`src/rtl/alu_seq_pkg.sv`:
```
// Shared opcode, flag-index and FSM state definitions for the sequential ALU.
package alu_seq_pkg;

    typedef enum logic [2:0] {
        OP_SLA = 3'b000,
        OP_SRA = 3'b001,
        OP_ADD = 3'b010,
        OP_SUB = 3'b011,
        OP_MUL = 3'b100,
        OP_AND = 3'b101,
        OP_OR  = 3'b110,
        OP_NOT = 3'b111
    } op_e;

    localparam int FLG_Z = 0;
    localparam int FLG_V = 1;
    localparam int FLG_N = 2;

    typedef enum logic [1:0] {
        IDLE = 2'b00,
        EXEC = 2'b01,
        MUL  = 2'b10,
        DONE = 2'b11
    } state_e;

endpackage

```
`src/rtl/alu_seq_mul.sv`:
```
// Iterative radix-2 sign-magnitude multiplier: one bit of |b| per cycle into a
// 2*WIDTH accumulator; done is high during the cycle whose edge completes the product.
module alu_seq_mul #(
    parameter int WIDTH = 32
) (
    input  logic             clk,
    input  logic             rst,
    input  logic             start,
    input  logic [WIDTH-1:0] a,
    input  logic [WIDTH-1:0] b,
    output logic             busy,
    output logic             done,
    output logic [WIDTH-1:0] prod,
    output logic             ovf
);
    localparam int CW = $clog2(WIDTH + 1);

    logic [2*WIDTH-1:0] acc_q;
    logic [2*WIDTH-1:0] acc_d;
    logic [2*WIDTH-1:0] mcand_q;
    logic [2*WIDTH-1:0] full;
    logic [WIDTH-1:0]   mplier_q;
    logic [WIDTH-1:0]   a_mag;
    logic [WIDTH-1:0]   b_mag;
    logic [WIDTH:0]     hi;
    logic               neg_q;
    logic [CW-1:0]      cnt_q;

    // The most-negative operand's magnitude still fits as an unsigned WIDTH value.
    assign a_mag = a[WIDTH-1] ? (~a + 1'b1) : a;
    assign b_mag = b[WIDTH-1] ? (~b + 1'b1) : b;

    assign acc_d = mplier_q[0] ? (acc_q + mcand_q) : acc_q;
    assign busy  = (cnt_q != '0);
    assign done  = (cnt_q == CW'(1));
    assign full  = neg_q ? (~acc_d + 1'b1) : acc_d;
    assign prod  = full[WIDTH-1:0];
    assign hi    = full[2*WIDTH-1:WIDTH-1];
    assign ovf   = !((hi == '0) || (hi == '1));

    always_ff @(posedge clk) begin
        if (rst) begin
            acc_q    <= '0;
            mcand_q  <= '0;
            mplier_q <= '0;
            neg_q    <= 1'b0;
            cnt_q    <= '0;
        end else if (start) begin
            acc_q    <= '0;
            mcand_q  <= {{WIDTH{1'b0}}, a_mag};
            mplier_q <= b_mag;
            neg_q    <= a[WIDTH-1] ^ b[WIDTH-1];
            cnt_q    <= CW'(WIDTH);
        end else if (busy) begin
            acc_q    <= acc_d;
            mcand_q  <= mcand_q << 1;
            mplier_q <= mplier_q >> 1;
            cnt_q    <= cnt_q - 1'b1;
        end
    end

endmodule

```
`src/rtl/alu_seq.sv`:
```
// Handshaked sequential ALU, one operation in flight. Define ALU_SEQ_MUL_EN to
// build the iterative multiplier; otherwise opcode 100 returns c=0, d=3'b011.
//
// state | meaning
// IDLE  | waiting for an operation
// EXEC  | single-cycle op computing from captured operands
// MUL   | iterative multiply in progress
// DONE  | result held until out_ready
module alu_seq
    import alu_seq_pkg::*;
#(
    parameter int WIDTH = 32,
    parameter int SHW   = $clog2(WIDTH)
) (
    input  logic             clk,
    input  logic             rst,
    input  logic             in_valid,
    output logic             in_ready,
    input  logic [WIDTH-1:0] a,
    input  logic [WIDTH-1:0] b,
    input  logic [2:0]       opcode,
    output logic             out_valid,
    input  logic             out_ready,
    output logic [WIDTH-1:0] c,
    output logic [2:0]       d
);
    state_e           state_q;
    op_e              op_q;
    logic [WIDTH-1:0] a_q;
    logic [WIDTH-1:0] b_q;
    logic [WIDTH-1:0] c_q;
    logic [2:0]       d_q;
    logic             accept;

    logic [SHW-1:0]   shamt;
    logic [WIDTH-1:0] sla_top;
    logic [WIDTH-1:0] ex_c;
    logic             ex_v;

    assign in_ready  = (state_q == IDLE) || ((state_q == DONE) && out_ready);
    assign accept    = in_valid && in_ready;
    assign out_valid = (state_q == DONE);
    assign c         = c_q;
    assign d         = d_q;

`ifdef ALU_SEQ_MUL_EN
    logic             mul_start;
    logic             mul_busy;
    logic             mul_done;
    logic             mul_ovf;
    logic [WIDTH-1:0] mul_p;

    assign mul_start = accept && (op_e'(opcode) == OP_MUL);

    alu_seq_mul #(.WIDTH(WIDTH)) u_mul (
        .clk   (clk),
        .rst   (rst),
        .start (mul_start),
        .a     (a),
        .b     (b),
        .busy  (mul_busy),
        .done  (mul_done),
        .prod  (mul_p),
        .ovf   (mul_ovf)
    );
`endif

    always_comb begin
        shamt = b_q[SHW-1:0];
        // Low shamt+1 bits are a[MSB:MSB-shamt]; all equal iff this is all 0s or all 1s.
        sla_top = $signed(a_q) >>> (SHW'(WIDTH - 1) - shamt);
        ex_c = '0;
        ex_v = 1'b0;
        case (op_q)
            OP_SLA: begin
                ex_c = a_q << shamt;
                ex_v = !((sla_top == '0) || (sla_top == '1));
            end
            OP_SRA: ex_c = $signed(a_q) >>> shamt;
            OP_ADD: begin
                ex_c = a_q + b_q;
                ex_v = (a_q[WIDTH-1] == b_q[WIDTH-1]) && (ex_c[WIDTH-1] != a_q[WIDTH-1]);
            end
            OP_SUB: begin
                ex_c = a_q - b_q;
                ex_v = (a_q[WIDTH-1] != b_q[WIDTH-1]) && (ex_c[WIDTH-1] != a_q[WIDTH-1]);
            end
            OP_AND: ex_c = a_q & b_q;
            OP_OR:  ex_c = a_q | b_q;
            OP_NOT: ex_c = ~a_q;
            default: begin
                ex_c = '0;
                ex_v = 1'b1;
            end
        endcase
    end

    always_ff @(posedge clk) begin
        if (rst) begin
            state_q <= IDLE;
            op_q    <= OP_SLA;
            a_q     <= '0;
            b_q     <= '0;
            c_q     <= '0;
            d_q     <= '0;
        end else begin
            case (state_q)
                IDLE, DONE: begin
                    if (accept) begin
                        a_q  <= a;
                        b_q  <= b;
                        op_q <= op_e'(opcode);
`ifdef ALU_SEQ_MUL_EN
                        state_q <= (op_e'(opcode) == OP_MUL) ? MUL : EXEC;
`else
                        state_q <= EXEC;
`endif
                    end else if ((state_q == DONE) && out_ready) begin
                        state_q <= IDLE;
                    end
                end
                EXEC: begin
                    c_q     <= ex_c;
                    d_q     <= {ex_c[WIDTH-1], ex_v, (ex_c == '0)};
                    state_q <= DONE;
                end
`ifdef ALU_SEQ_MUL_EN
                MUL: begin
                    if (mul_done) begin
                        c_q     <= mul_p;
                        d_q     <= {mul_p[WIDTH-1], mul_ovf, (mul_p == '0)};
                        state_q <= DONE;
                    end else if (!mul_busy) begin
                        state_q <= IDLE;
                    end
                end
`endif
                default: state_q <= IDLE;
            endcase
        end
    end

endmodule

```
`config.mk`:
```
export PLATFORM = sky130hd
export DESIGN_NAME = alu_seq
export DESIGN_NICKNAME = d
export VERILOG_FILES = /design/src/rtl/alu_seq_pkg.sv /design/src/rtl/alu_seq_mul.sv /design/src/rtl/alu_seq.sv
export SDC_FILE = /design/constraint.sdc
export NUM_CORES = 1
export LEC_CHECK = 0
export CAP_MARGIN = 15
export CORE_ASPECT_RATIO = 1.4
export CORE_MARGIN = 2
export CORE_UTILIZATION = 50
export CTS_BUF_LIST = sky130_fd_sc_hd__clkbuf_4 sky130_fd_sc_hd__clkbuf_8
export CTS_CLUSTER_DIAMETER = 60
export DETAILED_ROUTE_END_ITERATION = 8
export PLACE_DENSITY = 0.8
export REMOVE_ABC_BUFFERS = 1
export SLEW_MARGIN = 30
export SYNTH_ARGS = -nofsm -noshare
export SYNTH_HDL_FRONTEND = slang
export SYNTH_HIERARCHICAL = 1
export SYNTH_SLANG_ARGS = --single-unit
```
`constraint.sdc`:
```
create_clock -name clk -period 4.9 [get_ports clk]
set_input_delay 1.225 -clock clk [delete_from_list [all_inputs] [get_ports clk]]
set_output_delay 1.225 -clock clk [all_outputs]
set_load 0.05 [all_outputs]
```
# Word level (Yosys, flattened, before mapping)
# Index checks and enable logic that the tools add are counted.
# totals
input_bits	71
output_inout_bits	37
word_cells	48
reg_bits	104
# op_classes
n_reduce_logical	14
n_mux	5
eq_ne	14
n_addsub	3
shift	3
bitwise	3
# ops
operator	n
32-bit one-hot mux with 7 select lines	1
32-bit logical NOT	2
32-bit by 5-bit >>> shifter with 32-bit output	2
32-bit adder	1
32-bit bitwise AND	1
32-bit equality test, second input constant	1
32-bit inverter	1
32-bit OR	1
32-bit by 5-bit left shift with 32-bit output	1
32-bit subtractor	1
3-bit equality test, second input constant	3
3-bit by 2-bit equality test with 1-bit output, second input constant	2
5-bit subtractor, first input constant	1
1-bit logical AND	4
2-bit two-way mux	2
1-bit one-hot mux with 4 select lines	1
2-bit one-hot mux with 2 select lines	1
4-bit OR reduction	1
3-bit by 1-bit equality test with 1-bit output, second input constant	1
3-bit logical NOT	1
1-bit inequality test	3
3-bit inequality test, second input constant	1
2-bit by 1-bit equality test with 1-bit output, second input constant	1
2-bit equality test, second input constant	1
6 further kinds	7

# Longest topological paths before layout
# Gate-level depths: netlist of run 1.
# logic_depth
ltp_word	6
depth_mapped	18
mapped_depth_nobuf	15

# Least setup slack after synthesis of run 1
# Ideal clock, no wire load.
# synth_timing
kind	reg-to-reg
start	reg b_q[3]
end	reg d_q[0] (netlist: d[0])
period_less_slack_ns	4.487
slack_ns	0.413
required_time_ns	4.812
arrival_time_ns	4.398
setup_time_ns	0.088
stages_incl_launch_ff	19
path_buffers	5
cell_sequence	dfxtp_1 -> buf_2 -> buf_2 -> inv_1 -> clkbuf_1 -> buf_1 -> ha_1 -> buf_6 -> nor2b_4 -> a2111o_1 -> a2111oi_4 -> nor3_2 -> a2111oi_4 -> o2111ai_1 -> nor4_1 -> nand4_1 -> a2111oi_2 -> nand4_1 -> o32ai_2
# synth_via
elab_chain_len	3
word_cells_on_any_way	8
cone_classes	add/sub: 2; shift: 2; mux: 1; bitwise: 2; reduce/logical: 1
# synth_rtl
element	line_no	text
from (decl)	alu_seq.sv:30	logic [WIDTH-1:0] b_q;
from (signal assigned)	alu_seq.sv:103	b_q <= '0;
from (signal assigned)	alu_seq.sv:111	b_q <= b;
32-bit subtractor, or another cell as far along	alu_seq.sv:85	ex_c = a_q - b_q;
32-bit one-hot mux with 7 select lines (*)	alu_seq.sv:74	case (op_q)
32-bit logical NOT (*)	alu_seq.sv:124	d_q <= {ex_c[WIDTH-1], ex_v, (ex_c == '0)};
to (signal assigned)	alu_seq.sv:124	
to (decl)	alu_seq.sv:32	logic [2:0] d_q;
# Every way passes the cells marked *; elsewhere a longest branch is shown, timed or not.
# A chain may end at the register's enable or synchronous reset.

# Worst setup path in the final report of run 1
# Same ends and word-level chain as after synthesis.

==> results.md, run 1 <==
### Floorplanning
* die outline area: 30600 sq um
* Die Y: 206 microns
* I/O pin count: 108
* Core Box Area: 29000 sq um
* initial standard-cell utilization of the core: 0.504
* Horiz. Die Dim: 148 microns
* count of standard-cell rows: 74

### Placement
* dpl cell area: 16400 sq um
* final estimated routing congestion in global placement: 1.08
* HPWL after DPL: 52.9 mm
* Port Buf Inserts: 107

### Setup path
* required time of the worst setup path: 5.28 ns
* type of element capturing the critical path: register
* Critical Path Stages: 14
* startpoint types: register
* largest stage delay on the critical path: 0.53 ns
* Critical Path End: d[0]$_SDFFE_PP0P_
* Crit Reg-Reg Startpoint: b_q[3]$_SDFFE_PP0P_
* number of cells on the worst reg-to-reg path: 14
* kind of cell with the highest combined delay on the critical path: compound AO/OA/AOI/OAI gates
* largest fanout of any net on the critical path: 9
* WP buf/inv: 2
* Worst R2R End: d[0]$_SDFFE_PP0P_
* sequence of cells on the critical path: inv_1 -> ha_1 -> nor2b_4 -> a2111o_1 -> a2111oi_4 -> nor3_2 -> a2111oi_4 -> o2111ai_1 -> nor4_1 -> nand4_1 -> a2111oi_2 -> buf_4 -> nand4_1 -> o32ai_2
* minimum setup slack among reg-to-reg paths: 0.46 ns
* Critical Setup Path Class: register to register
* cell at the slowest stage of the critical path: nor4_1
* CP arrival: 4.83 ns
* crit path from: b_q[3]$_SDFFE_PP0P_

### Pwr
* worst vdd ir: 0.620 mV
* power density cells: 599 nW/um^2
* Leak Pwr: 6.47 nW

### Logic synthesis
* cells after synthesis: 1946
* synthesized area per cell: 7.50 sq um
* number of synthesized register bits: 103
* number of synthesized flops with an enable pin: 0
* top area cells in the synthesized netlist: dfxtp_1 (14%), mux4_2 (11%), ha_1 (9.3%), mux2i_1 (7.2%), a21oi_1 (6.7%)
* netlist area before placement: 14600 sq um
* cell taking the most area after synthesis: dfxtp_1
* Async S/R FF share, synth: 0
* Distinct cells, synth: 90
* Post-synth top flop: dfxtp_1
* number of synthesis warnings: 6
* area share of the largest cell type after synthesis: 0.141
* sequential element share of the synthesized area: 0.141

### Finish
* layout cells sized above 1: 0.141
* NumNets Final: 2186
* Area growth, synth to finish: 13.9%
* total inserted antenna cells: 0
* area of all placed cells without fillers: 16600 sq um

### Outcome
* result of the run: finished clean

### Global route
* Overflow after GRT: 0
* number of antenna violations at the first check in global routing: 2
* maximum number of pins on one net before global-route repair: 68
* all-layer global routing usage: 0.449
* via count of the first global-routing pass: 16200
* global-route wire length before repair: 102 mm

### Clock network
* setup bufs post-CTS: 0
* clock-pin transition on the worst setup and hold timing paths: 0.12 ns
* number of buffers created by CTS: 9
* number of resized instances in the post-cts repair step: 0
* H-tree levels: 3
* worst-skew pair later-pin latency: 0.48 ns
* CTS tree: built
* maximum clock path buffer count: 2
* hold_buf cts: 0
* root buffer selected by CTS: clkbuf_8
* clk sink count: 103

### Timing
* Tightest Pin Transition: 1.11 ns
* highest clock frequency the design can meet: 225 MHz
* RSZ-0062 raised after global routing: no
* worst relative slew slack: 0.263
* total count of hold-check failures in the final report: 0
* total count of max-transition violations in the final report: 0
* final cycle utilization of the critical path: 0.907
* Min Hold Slack: 0.482 ns
* clock period minus final worst setup slack: 4.44 ns
* total setup violations reported at the end of the flow: 0
* Layout Skew: 0.0330 ns

### Detailed routing
* total wire length after detailed routing: 68.7 mm
* iteration count of the initial detailed-routing pass: 5
* DRC marker count from the first detailed-route iteration: 1778
* count of unresolved DRC violations after routing: 0
* wire per inst: 28.8 microns
* overall via count from detail_route: 16500
* post-detailed-route count of antenna-violating nets: 0
* Avg Vias per Cell: 6.90

### Hold path
* Hold/Removal Path Class: register to register

### Run
* max_cap viols: 0

[synthesized netlist by cell type, types with 6 or more instances]
library cell	count
a2111oi_0	7
inv_1	100
nor4_1	21
nand4_1	19
nor3b_1	10
ha_1	109
a22oi_1	13
nor2_1	168
and2_1	12
buf_4	9
or3_1	11
xnor2_1	11
or2_2	7
o22ai_1	27
dfxtp_1	103
a21o_1	22
buf_1	21
nand2_1	243
a221oi_1	12
nand2b_1	20
a21oi_1	196
o31ai_1	13
o22a_1	10
nor3_1	46
o221ai_1	6
and3_1	13
o211a_1	8
a31oi_1	18
o211ai_1	26
o21ai_0	80
mux2_2	26
a211oi_1	44
nor2b_1	16
mux4_2	73
o21a_1	8
nand3_1	32
o2111ai_1	9
buf_2	22
o21bai_1	8
mux2i_1	105
clkbuf_1	130
[metal layers]
layer  global-route usage  part of all wire  up-vias
met5                    0           0.00031        -
met4                0.338             0.089        4
met3               0.0810             0.085      297
met2                0.739              0.47     1104
met1                0.519              0.36     7823
li1                     -                 -     7268
[worst min path at each step]
stage	from	endpoint	slack (ns)	cells past startpoint
after floorplan	b_q[10]$_SDFFE_PP0P_	b_q[10]$_SDFFE_PP0P_	0.45	2
after global placement	c[7]$_SDFFE_PP0P_	c[7]$_SDFFE_PP0P_	0.46	2
after detailed placement	b_q[7]$_SDFFE_PP0P_	b_q[7]$_SDFFE_PP0P_	0.47	2
after CTS	b_q[5]$_SDFFE_PP0P_	b_q[5]$_SDFFE_PP0P_	0.48	2
after global routing	b_q[8]$_SDFFE_PP0P_	b_q[8]$_SDFFE_PP0P_	0.50	2
final	b_q[5]$_SDFFE_PP0P_	b_q[5]$_SDFFE_PP0P_	0.48	2
[layout by cell type, fill, tap and decap left out, types with 11 or more instances in the layout]
cell type	netlist	final
a211oi_1	44	44
nor2b_1	16	16
nand2_1	243	243
a22oi_1	13	13
xnor2_1	11	11
and2_1	12	12
mux4_2	73	73
nor3_1	46	45
mux2i_1	105	105
o211ai_1	26	26
nand2b_1	20	20
nand4_1	19	19
inv_1	100	100
a31oi_1	18	18
nor2_1	168	168
o22ai_1	27	27
a21o_1	22	22
clkdlybuf4s50_1	0	106
a221oi_1	12	12
or3_1	11	11
nor4_1	21	20
ha_1	109	108
nand3_1	32	32
a21oi_1	196	196
buf_4	9	119
mux2_2	26	26
dfxtp_1	103	99
and3_1	13	13
o21ai_0	80	80
o31ai_1	13	13
[worst register-to-register path, delay by kind of cell (launching register included)]
| kind | cells | cell delay [ns] |
|---|---|---|
| adder cells (fa/ha/maj) | 1 | 0.42 |
| flip-flops | 1 | 0.44 |
| AND/OR/NAND/NOR | 5 | 1.18 |
| AO/OA/AOI/OAI | 6 | 2.05 |
| buffers and inverters | 2 | 0.28 |
[registers in the layout, indices dropped and copies added, names as in the netlist]
name,flops
op_q,3
c,32
b_q,32
a_q,32
d,2
state_q,2
[logic make-up after synthesis]
logic type | count (synthesis) | synth area share
adder cells (fa/ha/maj) | 111 | 0.0961
buffers and inverters | 291 | 0.0805
AO/OA/AOI/OAI | 585 | 0.268
multiplexers | 204 | 0.205
XOR/XNOR | 15 | 0.00900
flip-flops | 103 | 0.141
AND/OR/NAND/NOR | 637 | 0.201
[per-stage QoR]
| step | power [mW] | worst slack (ns) | std cells | setup TNS, ns | utilization |
|---|---|---|---|---|---|
| after floorplan | 6.17 | -2.44 | 1761 | -81.03 | - |
| after CTS | 9.73 | 0.545 | 2388 | 0 | 0.574 |
| after global placement | 8.99 | 0.584 | 2372 | 0 | 0.567 |
| after global routing | 10.5 | 0.237 | 2389 | 0 | 0.574 |
| final | 9.97 | 0.456 | 2389 | 0 | 0.574 |
| after detailed placement | 9.05 | 0.574 | 2372 | 0 | 0.567 |
[power breakdown]
| part | internal, mW | switching, mW |
|---|---|---|
| Clock | 0.248 | 0.394 |
| Sequential | 1.08 | 0.368 |
| Combinational | 2.82 | 5.05 |
[layout make-up]
type,count,area (sq um)
fillers,2717,12300
clock inverters,7,86.3
well taps,380,475
multi-input cells,1552,11400
clock buffers,9,124
repair buffers,232,2080
flip-flops and latches,103,2070
inverters,106,398
Note: power is estimated with default switching activity, not from simulation.
==> run 2: changes to the inputs <==
- CTS_CLUSTER_DIAMETER: 60 -> 30
==> results of run 2 <==
Same layout as run 1: the final DEF is identical, and so are final timing and power.
==> run 3: changes to the inputs <==
- ABC_CLOCK_PERIOD_IN_PS: default -> 4900
- SLEW_MARGIN: 30 -> default
==> run 3 against run 2 <==
Against the previous run:
- the flow now finishes with violations (DRC)
- wire length grew 0.30%
- non-clock buffer count shrank 1
- worst hold slack lost 0.00066 ns
- critical path depth is the same
- cell area is essentially flat
- fmax shrank 0.80%
- critical path type unchanged
- largest cell class unchanged
==> results.md, run 3 (same netlist as run 1, synthesis figures left out) <==
### Global route
* global-route wire length before repair: 102 mm, unchanged
* met3 Resource Use GR: 0.0810, unchanged
* all-layer global routing usage: 0.449, unchanged
* met1 Use GR: 0.519, unchanged
* maximum number of pins on one net before global-route repair: 68, unchanged
* via count of the first global-routing pass: 16200, unchanged
* number of antenna violations at the first check in global routing: 2, unchanged
* most crowded layer after global routing: met2
* GRT met2 Usage: 0.739, unchanged
* Overflow after GRT: 0, unchanged

### Detailed routing
* wire per inst: 28.9 microns, +0.34%
* DRC marker count from the first detailed-route iteration: 1573, -12%
* total wire length after detailed routing: 68.9 mm, +0.30%
* overall via count from detail_route: 16500, +0.25%
* iteration count of the initial detailed-routing pass: 8, +3
* post-detailed-route count of antenna-violating nets: 0, unchanged
* count of unresolved DRC violations after routing: 1, +1
* Avg Vias per Cell: 6.93, +0.29%

### Finish
* layout cells sized above 1: 0.141, -0.000428
* commonest non-fill, non-tap cell in the layout: nand2_1
* NumNets Final: 2185, -0.046%
* total inserted antenna cells: 0, unchanged
* area of all placed cells without fillers: 16600 sq um, about the same
* Area growth, synth to finish: 13.9%, about the same
* commonest cells after routing, fill and taps aside: nand2_1 (243), a21oi_1 (196), nor2_1 (168)

### Clock network
* worst-skew pair later-pin latency: 0.48 ns, about the same
* setup bufs post-CTS: 0, unchanged
* hold_buf cts: 0, unchanged
* clock-pin transition on the worst setup and hold timing paths: 0.12 ns, about the same
* number of resized instances in the post-cts repair step: 0, unchanged
* CTS tree: built
* maximum clock path buffer count: 2, unchanged
* clk sink count: 103, unchanged
* number of buffers created by CTS: 9, unchanged
* root buffer selected by CTS: clkbuf_8
* H-tree levels: 3, unchanged

### Floorplanning
* die outline area: 30600 sq um, unchanged
* I/O pin count: 108, unchanged
* Die Y: 206 microns, unchanged
* Horiz. Die Dim: 148 microns, unchanged
* count of standard-cell rows: 74, unchanged
* initial standard-cell utilization of the core: 0.504, unchanged
* Core Box Area: 29000 sq um, unchanged

### Outcome
* violations in the final reports: DRC
* result of the run: complete, but fails checks

### Timing
* Layout Skew: 0.0319 ns, -0.00103 ns
* clock period minus final worst setup slack: 4.48 ns, +0.0358 ns
* Tightest Pin Transition: 1.25 ns, +0.149 ns
* RSZ-0062 raised after global routing: no
* total setup violations reported at the end of the flow: 0, unchanged
* total count of max-transition violations in the final report: 0, unchanged
* highest clock frequency the design can meet: 223 MHz, -0.80%
* worst relative slew slack: 0.164, -0.0994
* total count of hold-check failures in the final report: 0, unchanged
* final cycle utilization of the critical path: 0.914, +0.00730

### Setup path
* CP arrival: 4.87 ns, +0.04 ns
* sequence of cells on the critical path: inv_1 -> ha_1 -> nor2b_4 -> a2111o_1 -> a2111oi_4 -> nor3_2 -> a2111oi_4 -> o2111ai_1 -> nor4_1 -> nand4_1 -> a2111oi_2 -> buf_4 -> nand4_1 -> o32ai_2
* cell at the slowest stage of the critical path: nor4_1
* startpoint types: register
* Critical Path Stages: 14, unchanged
* required time of the worst setup path: 5.29 ns, about the same
* kind of cell with the highest combined delay on the critical path: compound AO/OA/AOI/OAI gates
* type of element capturing the critical path: register
* number of cells on the worst reg-to-reg path: 14, unchanged
* largest stage delay on the critical path: 0.54 ns, about the same
* WP buf/inv: 2, unchanged
* Critical Setup Path Class: register to register
* largest fanout of any net on the critical path: 9, unchanged

### Run
* max_cap viols: 0, unchanged

### Hold path
* Hold/Removal Path Class: register to register
* depth of the worst hold-timing path: 2, unchanged

### Placement
* Port Buf Inserts: 107, unchanged
* final estimated routing congestion in global placement: 1.08, unchanged
* HPWL after DPL: 52.9 mm, unchanged
* dpl cell area: 16400 sq um, unchanged

### Pwr
* power consumption: 9.98 mW, +0.15%
* power density cells: 600 nW/um^2, +0.18%
* Leak Pwr: 6.47 nW, about the same
* worst vdd ir: 0.623 mV, +0.57%

run 3: worst reg2reg max path, stage by stage, from the launching register on:
cell and delay, ns:
dfxtp_4 0.44, inv_1 0.10, ha_1 0.42, nor2b_4 0.19
a2111o_1 0.51, a2111oi_4 0.46, nor3_2 0.11, a2111oi_4 0.33
o2111ai_1 0.20, nor4_1 0.54, nand4_1 0.24, a2111oi_2 0.32
buf_4 0.18, nand4_1 0.13, o32ai_2 0.26
run 3: worst paths after layout:
path                                     startpoint                   to  slack, ns
worst max-delay path            b_q[3]$_SDFFE_PP0P_    d[0]$_SDFFE_PP0P_       0.42
worst min-delay path            b_q[5]$_SDFFE_PP0P_  b_q[5]$_SDFFE_PP0P_       0.48
worst max register to register  b_q[3]$_SDFFE_PP0P_    d[0]$_SDFFE_PP0P_       0.42
worst min register to register  b_q[5]$_SDFFE_PP0P_  b_q[5]$_SDFFE_PP0P_       0.48
run 3: cell type report:
type	instances	area [sq um]
Clock buffer	9	124
Clock inverter	7	86.3
Fill cell	2719	12300
Inverter	106	398
Multi-Input combinational cell	1552	11400
Sequential cell	103	2070
Tap cell	380	475
Timing Repair Buffer	231	2070
run 3: layer usage:
layer	up-vias	routed length, microns
li1	7271	-
met1	7939	25100
met2	1032	32200
met3	291	5630
met4	4	6040
met5	-	21
run 3: report_power, final:
group	switching, mW	leakage, nW	internal [mW]
combinational	5.07	5.52	2.82
clock	0.396	0.106	0.248
sequential	0.368	0.846	1.08
run 3: per-stage QoR:
step / util / TNS (ns) / setup slack [ns] / hold WS, ns / cells
after detailed placement: 0.567 / 0 / 0.574 / 0.468 / 2372
final: 0.574 / 0 / 0.420 / 0.481 / 2388
after global placement: 0.567 / 0 / 0.584 / 0.458 / 2372
after CTS: 0.574 / 0 / 0.545 / 0.483 / 2388
after global routing: 0.574 / 0 / 0.237 / 0.503 / 2388
after floorplan: - / -81.03 / -2.44 / 0.447 / 1761
